**src/rtl/shm_unloader_if.sv**
```systemverilog
// Bus bundle for the shared-memory drain engine: control, shared-memory
// read port and the 32-bit valid/ready output stream.
interface shm_unloader_if #(
    parameter int ADDR_W = 6,
    parameter int ROW_W  = 128,
    parameter int WORD_W = 32
) ();
    logic              start;
    logic [ADDR_W-1:0] base_addr;
    logic [ADDR_W:0]   row_count;
    logic              shm_ren;
    logic [ADDR_W-1:0] shm_a;
    logic [ROW_W-1:0]  shm_q;
    logic              out_valid;
    logic              out_ready;
    logic [WORD_W-1:0] out_data;
    logic              out_last;
    logic              busy;
    logic              done;

    // Engine side
    modport master (
        input  start, base_addr, row_count, shm_q, out_ready,
        output shm_ren, shm_a, out_valid, out_data, out_last, busy, done
    );

    // Controller / memory / downstream side
    modport slave (
        output start, base_addr, row_count, shm_q, out_ready,
        input  shm_ren, shm_a, out_valid, out_data, out_last, busy, done
    );
endinterface

```
**src/rtl/shm_unloader.sv**
```systemverilog
// Drains rows from shared memory and streams them out as 32-bit words,
// lane 0 (bits [31:0]) first. One row is in flight at a time; all outputs
// are registered.
module shm_unloader #(
    parameter int ADDR_W = 6,
    parameter int ROW_W  = 128,
    parameter int WORD_W = 32
) (
    input  logic          clk,
    input  logic          reset,
    shm_unloader_if.master bus
);
    localparam int LANES  = ROW_W / WORD_W;
    localparam int LANE_W = (LANES > 1) ? $clog2(LANES) : 1;
    localparam logic [LANE_W-1:0] LAST_LANE = LANE_W'(LANES - 1);
    localparam logic [ADDR_W:0]   ONE_ROW   = (ADDR_W+1)'(1);

    typedef enum logic [2:0] {IDLE, READ, WAIT, SEND, FIN} state_t;

    state_t            state;
    logic [ADDR_W-1:0] addr;
    logic [ADDR_W:0]   remaining;
    logic [ROW_W-1:0]  row_reg;
    logic [LANE_W-1:0] lane;

    logic [LANE_W-1:0] lane_nx;
    logic [WORD_W-1:0] word_nx;
    logic [ADDR_W-1:0] addr_nx;
    logic [ADDR_W:0]   remaining_nx;
    logic              xfer;

    // Next-lane word select and per-row bookkeeping arithmetic
    always_comb begin
        lane_nx      = lane + 1'b1;
        word_nx      = row_reg[lane_nx*WORD_W +: WORD_W];
        addr_nx      = addr + 1'b1;
        remaining_nx = remaining - 1'b1;
        xfer         = bus.out_valid && bus.out_ready;
    end

    // Drain FSM; outputs are computed for the state being entered so they
    // appear registered and aligned with that state.
    always_ff @(posedge clk) begin
        if (!reset) begin
            state         <= IDLE;
            addr          <= '0;
            remaining     <= '0;
            row_reg       <= '0;
            lane          <= '0;
            bus.shm_ren   <= 1'b0;
            bus.shm_a     <= '0;
            bus.out_valid <= 1'b0;
            bus.out_data  <= '0;
            bus.out_last  <= 1'b0;
            bus.busy      <= 1'b0;
            bus.done      <= 1'b0;
        end else begin
            bus.done <= 1'b0;
            case (state)
                IDLE: begin
                    if (bus.start) begin
                        if (bus.row_count != '0) begin
                            addr        <= bus.base_addr;
                            remaining   <= bus.row_count;
                            bus.shm_ren <= 1'b1;
                            bus.shm_a   <= bus.base_addr;
                            bus.busy    <= 1'b1;
                            state       <= READ;
                        end else begin
                            bus.done <= 1'b1;
                            state    <= FIN;
                        end
                    end
                end
                READ: begin
                    bus.shm_ren <= 1'b0;
                    state       <= WAIT;
                end
                WAIT: begin
                    row_reg       <= bus.shm_q;
                    lane          <= '0;
                    bus.out_valid <= 1'b1;
                    bus.out_data  <= bus.shm_q[WORD_W-1:0];
                    bus.out_last  <= (LAST_LANE == '0) && (remaining == ONE_ROW);
                    state         <= SEND;
                end
                SEND: begin
                    if (xfer) begin
                        if (lane != LAST_LANE) begin
                            lane         <= lane_nx;
                            bus.out_data <= word_nx;
                            bus.out_last <= (lane_nx == LAST_LANE) && (remaining == ONE_ROW);
                        end else begin
                            remaining     <= remaining_nx;
                            addr          <= addr_nx;
                            bus.out_valid <= 1'b0;
                            bus.out_data  <= '0;
                            bus.out_last  <= 1'b0;
                            if (remaining_nx != '0) begin
                                bus.shm_ren <= 1'b1;
                                bus.shm_a   <= addr_nx;
                                state       <= READ;
                            end else begin
                                bus.shm_a <= '0;
                                bus.busy  <= 1'b0;
                                bus.done  <= 1'b1;
                                state     <= FIN;
                            end
                        end
                    end
                end
                FIN: begin
                    addr      <= '0;
                    remaining <= '0;
                    lane      <= '0;
                    state     <= IDLE;
                end
                default: state <= IDLE;
            endcase
        end
    end
endmodule

```
**src/flat_wrapper.sv**
```systemverilog
// flat-port wrapper written by rule: the top's interface ports become plain ports
module shm_unloader_flat 
#(
    parameter int ADDR_W = 6,
    parameter int ROW_W  = 128,
    parameter int WORD_W = 32
)
  (clk, reset, bus_start, bus_base_addr, bus_row_count, bus_shm_q, bus_out_ready, bus_shm_ren, bus_shm_a, bus_out_valid, bus_out_data, bus_out_last, bus_busy, bus_done);
  shm_unloader_if #(.ADDR_W(ADDR_W), .ROW_W(ROW_W), .WORD_W(WORD_W)) bus_i ();
  input  logic clk;
  input  logic reset;
  input wire logic [$bits(bus_i.start)-1:0] bus_start;
  input wire logic [$bits(bus_i.base_addr)-1:0] bus_base_addr;
  input wire logic [$bits(bus_i.row_count)-1:0] bus_row_count;
  input wire logic [$bits(bus_i.shm_q)-1:0] bus_shm_q;
  input wire logic [$bits(bus_i.out_ready)-1:0] bus_out_ready;
  output wire logic [$bits(bus_i.shm_ren)-1:0] bus_shm_ren;
  output wire logic [$bits(bus_i.shm_a)-1:0] bus_shm_a;
  output wire logic [$bits(bus_i.out_valid)-1:0] bus_out_valid;
  output wire logic [$bits(bus_i.out_data)-1:0] bus_out_data;
  output wire logic [$bits(bus_i.out_last)-1:0] bus_out_last;
  output wire logic [$bits(bus_i.busy)-1:0] bus_busy;
  output wire logic [$bits(bus_i.done)-1:0] bus_done;
  assign bus_i.start = bus_start;
  assign bus_i.base_addr = bus_base_addr;
  assign bus_i.row_count = bus_row_count;
  assign bus_i.shm_q = bus_shm_q;
  assign bus_i.out_ready = bus_out_ready;
  assign bus_shm_ren = bus_i.shm_ren;
  assign bus_shm_a = bus_i.shm_a;
  assign bus_out_valid = bus_i.out_valid;
  assign bus_out_data = bus_i.out_data;
  assign bus_out_last = bus_i.out_last;
  assign bus_busy = bus_i.busy;
  assign bus_done = bus_i.done;
  shm_unloader #(.ADDR_W(ADDR_W), .ROW_W(ROW_W), .WORD_W(WORD_W)) u_core (.clk(clk), .reset(reset), .bus(bus_i));
endmodule
```
**config.mk**
```make
export PLATFORM = sky130hd
export DESIGN_NAME = shm_unloader_flat
export DESIGN_NICKNAME = d
export VERILOG_FILES = /design/src/rtl/shm_unloader_if.sv /design/src/rtl/shm_unloader.sv /design/src/flat_wrapper.sv
export SDC_FILE = /design/constraint.sdc
export NUM_CORES = 1
export LEC_CHECK = 0
export BUFFER_PORTS_ARGS = -buffer_cell sky130_fd_sc_hd__buf_4
export CAP_MARGIN = 20
export CORE_MARGIN = 4
export CORE_UTILIZATION = 45
export CTS_BUF_LIST = sky130_fd_sc_hd__clkbuf_2
export DETAILED_ROUTE_END_ITERATION = 7
export PLACE_DENSITY = 0.71
export SLEW_MARGIN = 20
export SYNTH_ARGS = -nofsm -noshare
export SYNTH_HDL_FRONTEND = slang
export SYNTH_SLANG_ARGS = --single-unit
```
**constraint.sdc**
```tcl
create_clock -name clk -period 2.67 [get_ports clk]
set_input_delay 0.1335 -clock clk [delete_from_list [all_inputs] [get_ports clk]]
set_output_delay 0.1335 -clock clk [all_outputs]
set_load 0.005 [all_outputs]
```
==> impl_metrics.ini <==
[synth]
synth_most_common_cell = nand2_1
ys_seq_area_frac = 0.464
synth_edf_count = 0
ys_seq_elements = 189
ys_warn_count = 0
syn_avg_cell_area_um2 = 8.47
synth_top_flop_cell = dfxtp_1
synthCells = 962
synth.top_cell.area_share = 0.464
synth_common_cells = nand2_1 (275), dfxtp_1 (189), a21oi_1 (151), clkbuf_1 (73), nor2_1 (51)
synth.distinct_cells = 49
synth_top_area_cell = dfxtp_1
async_flop_share = 0
synth_area_um2 = 8150
synth_area_leaders = dfxtp_1 (46%), nand2_1 (13%), a21oi_1 (9.3%), mux4_2 (8.8%), a211oi_1 (3.4%)
synth_fp_nets = 1113

[sta]
setup_tns_ps = 0
hold_slack_ps = 143
final-max-slew-violation-count = 0
hold_violations = 0
final.period_utilization = 0.937
rsz0062_at_grt = false
min_period_ps = 2500
finalSetupViolCount = 0
tightest_slew_ps = 696
relSlewSlack = 0.533
clock_skew_ps = 40.3
fmax_mhz = 400

[pwr]
p_per_area_nw_per_um2 = 493
p_leak_nw = 4.74
ir_worst_vdd_mv = 0.306

[clocking]
numCtsBuffers = 17
root_buffer = clkbuf_2
cts_sinks = 189
holdBufCountCts = 191
clk_pin_slew_ps = 280
htreeDepth = 4
cts_tree = built
clockBufferDepth = 2
cts_setup_buffers = 0
clkLatencyLatePin_ps = 750
cts_resized = 0

[global_route]
grt_usage = 0.246
antenna_found_initial = 5
grt_overflow = 0
first_global_vias = 8219
use_met3 = 0.0474
busiest_layer = met2
grtUsageMet1 = 0.306
grt_start_max_net_pins = 62
grt_use_met2 = 0.419
grt_pass1_wl_mm = 40.6

[cells_and_area]
stdcell_area_um2 = 11900
drive_above_1_share = 0.216
final_nets = 1444
fillers = 1363
largest_reg_flops = 128
areaGrowthSynthToFinish_pct = 46.2

[drt]
drc_errors = 0
drtAntennaViolNets = 0
dr_total_vias = 8301
dr.pass1.iters = 5
drt_iter0_markers = 550
drt_wl_total_mm = 25.4
viasPerCell = 5.41
wl_per_cell_um = 16.6

[placed_design]
dp_hpwl_mm = 14.6
portBuffers = 187
routabilityCongestion = 0.834
dpl_cell_area_um2 = 9760

[worst_setup_path]
critPathRequiredTime_ps = 3390
cp-end-kind = flop
reg2reg_from = u_core.state[2]$_SDFFE_PN0P_
r2r_slack_ps = 170
cp-startpoint = u_core.state[2]$_SDFFE_PN0P_
critPathLaunchType = flop
rr_endpoint = u_core.row_reg[83]$_SDFFE_PN0P_
ff2ff_path_depth = 6
cp_max_fo = 45
worst-endpoint-arrival_ps = 3220
crit_type = flop to flop
cp-endpoint = u_core.row_reg[83]$_SDFFE_PN0P_

[floorplan]
fp-row-count = 48
die_area_um2 = 20300
initial_core_util = 0.465
die_x_um = 143
pin_count = 188
core_area_um2 = 17500
die_height_um = 143

[status]
status = finished clean

[job]
cap_viol_max_count = 0

[min_path]
hold_path.class = primary input to flop
[power by group]
group          internal, mW  switching, mW  total (mW)
Clock                 0.435          0.997        1.43
Combinational         0.681          0.593        1.27
Sequential             3.03          0.137        3.16
[worst min-delay path by stage]
stage                    from                          endpoint  depth (start not counted)
2_1_floorplan    bus_shm_q[0]    u_core.row_reg[0]$_SDFFE_PN0P_                          2
4_1_cts        bus_shm_q[111]  u_core.row_reg[111]$_SDFFE_PN0P_                          4
3_5_place_dp    bus_shm_q[81]   u_core.row_reg[81]$_SDFFE_PN0P_                          3
5_1_grt         bus_shm_q[89]   u_core.row_reg[89]$_SDFFE_PN0P_                          4
3_3_place_gp    bus_shm_q[54]   u_core.row_reg[54]$_SDFFE_PN0P_                          3
6_report       bus_shm_q[111]  u_core.row_reg[111]$_SDFFE_PN0P_                          4
[per-layer routing]
| metal | wire length [µm] | vias to the layer above |
|---|---|---|
| met3 | 1500 | 64 |
| met1 | 10400 | 3898 |
| met4 | 729 | 4 |
| met2 | 12700 | 321 |
| met5 | 22 | - |
| li1 | - | 4014 |
[cell families after synthesis]
logic type / synth area share
xor gates and xnor gates: 0.00645
DFF: 0.464
and+or+nand+nor: 0.181
AOI/OAI and AO/OA: 0.204
muxes: 0.0898
buffers and inverters: 0.0454
adders and majority gates: 0.00921
[area by class of cell]
class | count | area [µm²] | area share
inverters | 8 | 32.5 | 0.00273
diodes | 3 | 7.51 | 0.000630
flip-flops and latches | 189 | 3780 | 0.318
clock inverters | 14 | 141 | 0.0119
well taps | 225 | 282 | 0.0236
clock buffers | 18 | 90.1 | 0.00756
multi-input cells | 681 | 4030 | 0.338
repair buffers | 396 | 3550 | 0.298
[layout by cell type (no fill, tap or decap), types with 2 or more instances in the layout]
master and n:
a21oi_1 150, dlygate4sd3_1 191, nor2_1 50, inv_6 4
nand3b_1 3, clkbuf_2 18, bufinv_16 2, or3_1 2
nand2_1 274, a31oi_1 7, xor2_1 4, o31ai_1 3
buf_12 8, and3_1 2, buf_4 197, inv_1 7
nand3_1 6, o21ai_0 17, mux4_2 32, nor3_1 4
dfxtp_1 188, o31a_1 2, a22oi_1 37, nor4_1 5
ha_1 5, diode_2 3, clkinvlp_4 3, xnor2_1 2
a211oi_1 37, nand2b_1 5, o211ai_1 6, clkinv_2 4
a311oi_1 2, a221oi_1 3
[through the flow]
step	setup WS [ps]	cells	utilization	total power, mW
floorplan	27.5	962	-	3.78
global placement	464	1308	0.557	4.21
detailed placement	406	1308	0.557	4.24
CTS	273	1531	0.679	5.88
global route	36.7	1534	0.679	6.16
finish	169	1534	0.679	5.87
[critical path, stage by stage, from the launching register on]
cell and delay [ps]:
dfxtp_1 490, nor2_1 300, and2_4 500, buf_12 270
nand2_1 90, a21oi_1 180, dlygate4sd3_1 620
No activity file was read; power rests on OpenSTA's default activity.
